**src/rtl/serial_subtractor_pkg.sv**
```systemverilog
// Shared types and constants for the bit-serial subtractor (package sub_pkg).
package sub_pkg;

  typedef enum logic [1:0] {
    IDLE = 2'd0,
    RUN  = 2'd1,
    DONE = 2'd2
  } sub_state_t;

  localparam int SUB_WIDTH_DEF = 4;

endpackage

```
**src/rtl/serial_subtractor_full_subtractor.sv**
```systemverilog
// One-bit combinational full subtractor: d = a - b - bin, bout = borrow out.
module full_subtractor (
  input  logic a,
  input  logic b,
  input  logic bin,
  output logic d,
  output logic bout
);

  logic w_axb;

  assign w_axb = a ^ b;
  assign d     = w_axb ^ bin;
  assign bout  = (~a & b) | (~w_axb & bin);

endmodule

```
**src/rtl/serial_subtractor.sv**
```systemverilog
// Bit-serial subtractor, LSB first, one bit per clock, valid/ready on both sides.
// Optional signed-overflow output enabled by defining SUB_OVERFLOW_EN.
module serial_subtractor
  import sub_pkg::*;
#(
  parameter int WIDTH = SUB_WIDTH_DEF
) (
  input  logic             clk,
  input  logic             rst_n,
  input  logic             in_valid,
  output logic             in_ready,
  input  logic [WIDTH-1:0] a,
  input  logic [WIDTH-1:0] b,
  input  logic             bin,
  output logic             out_valid,
  input  logic             out_ready,
  output logic [WIDTH-1:0] diff,
  output logic             bout,
`ifdef SUB_OVERFLOW_EN
  output logic             ovf,
`endif
  output sub_state_t       o_dbg_state
);

  // Handshake: a transfer happens on a rising edge where valid && ready are both 1.
  localparam int CW = $clog2(WIDTH) + 1;
  localparam logic [CW-1:0] LAST_BIT = CW'(WIDTH - 1);

  sub_state_t       r_state;
  logic [WIDTH-1:0] r_a_sr;
  logic [WIDTH-1:0] r_b_sr;
  logic [WIDTH-2:0] r_res;
  logic             r_br;
  logic [CW-1:0]    r_cnt;
  logic [WIDTH-1:0] r_diff;
  logic             r_bout;
`ifdef SUB_OVERFLOW_EN
  logic             r_bmsb;
`endif

  logic             w_d;
  logic             w_bo;
  logic [WIDTH-1:0] w_shift;

  full_subtractor u_cell (
    .a    (r_a_sr[0]),
    .b    (r_b_sr[0]),
    .bin  (r_br),
    .d    (w_d),
    .bout (w_bo)
  );

  // New bit enters at the MSB; after the last bit this is the full difference.
  assign w_shift = {w_d, r_res};

  always_ff @(posedge clk or negedge rst_n) begin
    if (!rst_n) begin
      r_state <= IDLE;
      r_a_sr  <= '0;
      r_b_sr  <= '0;
      r_res   <= '0;
      r_br    <= 1'b0;
      r_cnt   <= '0;
      r_diff  <= '0;
      r_bout  <= 1'b0;
`ifdef SUB_OVERFLOW_EN
      r_bmsb  <= 1'b0;
`endif
    end else begin
      case (r_state)
        IDLE: begin
          if (in_valid) begin
            r_a_sr  <= a;
            r_b_sr  <= b;
            r_br    <= bin;
            r_cnt   <= '0;
            r_state <= RUN;
          end
        end
        RUN: begin
          r_res  <= w_shift[WIDTH-1:1];
          r_a_sr <= r_a_sr >> 1;
          r_b_sr <= r_b_sr >> 1;
          r_br   <= w_bo;
          r_cnt  <= r_cnt + 1'b1;
          if (r_cnt == LAST_BIT) begin
            r_diff  <= w_shift;
            r_bout  <= w_bo;
`ifdef SUB_OVERFLOW_EN
            // Borrow entering the sign bit; XOR with borrow-out gives signed overflow.
            r_bmsb  <= r_br;
`endif
            r_state <= DONE;
          end
        end
        DONE: begin
          if (out_ready) r_state <= IDLE;
        end
        default: r_state <= IDLE;
      endcase
    end
  end

  assign in_ready    = (r_state == IDLE);
  assign out_valid   = (r_state == DONE);
  assign diff        = r_diff;
  assign bout        = r_bout;
  assign o_dbg_state = r_state;
`ifdef SUB_OVERFLOW_EN
  assign ovf         = r_bmsb ^ r_bout;
`endif

endmodule

```
**config.mk**
```make
export PLATFORM = sky130hd
export DESIGN_NAME = serial_subtractor
export DESIGN_NICKNAME = d
export VERILOG_FILES = /design/src/rtl/serial_subtractor_pkg.sv /design/src/rtl/serial_subtractor_full_subtractor.sv /design/src/rtl/serial_subtractor.sv
export SDC_FILE = /design/constraint.sdc
export NUM_CORES = 1
export LEC_CHECK = 0
export BUFFER_PORTS_ARGS = -buffer_cell sky130_fd_sc_hd__buf_2
export CORE_MARGIN = 2
export CORE_UTILIZATION = 47
export CTS_CLUSTER_SIZE = 40
export DETAILED_ROUTE_END_ITERATION = 16
export PLACE_DENSITY = 0.73
export SYNTH_ARGS = -nofsm -noshare
export SYNTH_HDL_FRONTEND = slang
export SYNTH_SLANG_ARGS = --single-unit
```
**constraint.sdc**
```tcl
create_clock -name clk -period 1.4 [get_ports clk]
set_input_delay 0.07 -clock clk [delete_from_list [all_inputs] [get_ports clk]]
set_output_delay 0.07 -clock clk [all_outputs]
set_load 0.05 [all_outputs]
```
==> qor.yml <==
timing:
  slew-limit-headroom_pct: 67.8
  min_period_over_period_pct: 97.7
  period_needed_ps: 1370
  finClkSkew_ps: 1.41
  hold_viol_final: 0
  setup_viol: 0
  tightest_slew_ps: 483
  max_freq_mhz: 731
  slew_viol_final: 0
cells_and_area:
  insertedDiodeCount: 0
  areaGrowthSynthToFinish_pct: 25.7
  n_fill_cell: 163
  instances_no_fill: 154
  register_area_um2: 553
  fin_nets: 144
  fin_area_um2: 1290
  mostFrequentLayoutCells: "20 x dfrtp_1, 19 x buf_2, 14 x nand2_1"
  multi_input_area_um2: 448
  drive_gt1_share_pct: 37.0
  layout_commonest_cell: "dfrtp_1"
global_routing:
  groute.usage.overall_pct: 18.4
  grt_max_degree: 23
  grt_pass1_wl_um: 3550
  antenna_found_initial: 0
  gr-total-overflow: 0
  grt_pass1_vias: 790
critical_path:
  endpoint_kind: "register"
  cp_max_fo: 3
  max_stage_delay_ps: 510
  crit_chain: "inv_1 > fa_1 > mux2_4"
  critPathLaunchType: "register"
  cpLargestDelayFamily: "adder cells"
  worstPathArrival_ps: 1570
  crit_required_ps: 1600
  crit_path_top_delay_cell: "fa_1"
  critical_path_class: "reg2reg"
  crit_buf_inv: 1
placed_design:
  portBuffers: 21
  dpl-instance-area_um2: 1160
  place_inst: 142
  gp_congestion: 0.746
  hpwlAfterDp_um: 1470
drt:
  wl_per_cell_um: 13.8
  remaining_drc_errors: 0
  dr.pass1.iters: 4
  num_vias: 832
  drt_iter0_markers: 25
  ant_nets: 0
  drt-total-wl_um: 2120
  vias_per_cell: 5.40
synth:
  syn_nets: 111
  synth_cell_types: 24
  syn_area_um2: 1030
  synthCells: 95
  avgSynthCellArea_um2: 10.8
  yosys_warnings: 0
  synth_seq_cells: 22
  synth-seq-area-share_pct: 53.5
run:
  maxCapViolations: 0
clock_tree:
  clk_path_buf_depth: 2
  clock_latency_ps: 300
  clk_pin_slew_ps: 120
  cts_root_buffer: "clkbuf_4"
  cts.sinks: 22
  cts_max_level: 1
  tritoncts: "done"
  numCtsBuffers: 3
pwr:
  power.density_nw_per_um2: 2520
  design_power_total_mw: 3.26
  p_leak_nw: 0.636
  ir_drop_mv: 1.39
floorplan:
  num_rows: 16
  initial_core_util_pct: 50.9
  die_h_um: 50.8
  die-area_um2: 2580
  core_area_um2: 2020
  die_x_um: 50.8
  num_io_pins: 22
hold_path:
  hold_class: "in2reg"
outcome:
  status: "finished clean"
## report_power, final
| group | total [mW] | internal, mW | switching (mW) |
|---|---|---|---|
| Sequential | 1.18 | 0.941 | 0.240 |
| Clock | 0.347 | 0.159 | 0.188 |
| Combinational | 1.73 | 0.681 | 1.05 |
## kinds of logic (layout without fill, tap and decap cells)
family                   count (synthesis)  after routing  synth area share, %
adder cells (fa/ha/maj)                  3              3                 4.38
buffers and inverters                    9             41                 4.86
multiplexers                             4              4                 5.84
AND/OR/NAND/NOR                         25             25                 12.8
AO/OA/AOI/OAI                           32             32                 18.6
flip-flops                              22             22                 53.5
## state kept, by name (all words and copies together) (netlist names)
name	flops
diff	4
r_cnt	3
r_res	3
r_br	1
r_b_sr	4
bout	1
r_a_sr	4
o_dbg_state	2
## metrics by stage
| step | setup TNS (ps) | setup slack [ps] | hold WS, ps | utilization [%] |
|---|---|---|---|---|
| 3_5_place_dp | 0 | 31.7 | 57.9 | 57.5 |
| 5_1_grt | -0.777 | -0.777 | 60.2 | 63.9 |
| 2_1_floorplan | -63.0 | -63.0 | -226 | - |
| 3_3_place_gp | 0 | 56.4 | 55.9 | 57.5 |
| 4_1_cts | 0 | 35.5 | 55.0 | 62.2 |
| 6_report | 0 | 32.6 | 59.4 | 63.9 |
## path summary, 6_finish.rpt
path / cells after the start / slack (ps) / from / endpoint
worst max-delay path: 3 / 30 / r_b_sr[0]$_DFFE_PN0P_ / diff[3]$_DFFE_PN0P_
worst min-delay path: 3 / 60 / b[1] / r_b_sr[1]$_DFFE_PN0P_
worst max register to register: 3 / 30 / r_b_sr[0]$_DFFE_PN0P_ / diff[3]$_DFFE_PN0P_
worst min register to register: 2 / 510 / bout$_DFFE_PN0P_ / bout$_DFFE_PN0P_
max in group asynchronous: 2 / 800 / rst_n / o_dbg_state[0]$_DFFE_PN0P_
min in group asynchronous: 2 / 240 / rst_n / diff[0]$_DFFE_PN0P_
## layer usage
metal	global-route usage (%)	share of wire (%)	vias up
met4	5.41	0.57	0
met3	2.68	4.2	2
met2	31.8	50	25
met1	23.8	45	405
met5	0	0	-
li1	-	-	400
## synthesized netlist by cell type
cell type  instances  area (µm²)
nand2b_1           2        12.5
buf_4              2        15.0
buf_6              1        11.3
nor2_1             3        11.3
o22ai_1           12        75.1
buf_2              1        5.00
dfrtp_1           22         551
nor2_2             1        6.26
o21ai_0            7        35.0
inv_1              4        15.0
and2b_4            1        10.0
a221oi_2           1        15.0
a21oi_1            7        35.0
mux2_4             4        60.1
o31ai_1            1        7.51
o21ai_1            3        15.0
fa_1               1        20.0
nand2_1           14        52.6
ha_1               2        25.0
nor2b_1            2        12.5
or2_1              1        6.26
nand3b_4           1        20.0
inv_2              1        3.75
o32ai_1            1        8.76
## tightest hold or removal path, cell delays in order
cell     delay, ps
buf_2           80
o22ai_1         50
a21oi_1        130
## final cells by class
cell class	count	share of cell area, %
Sequential cell	22	42.8
Multi-Input combinational cell	64	34.7
Timing Repair Buffer	32	15.7
Clock buffer	4	2.81
Tap cell	27	2.61
Inverter	5	1.45
## timing repair
| item | CTS | global route |
|---|---|---|
| endpoints found under the setup margin | 6 | 5 |
| hold buffers | 4 | 0 |
| gates resized for setup | 5 | 2 |
| setup buffers | 1 | 3 |
| pin swaps | 0 | 1 |
| hold endpoints to repair | 25 | 0 |
Power figures use the tool's default switching activity.
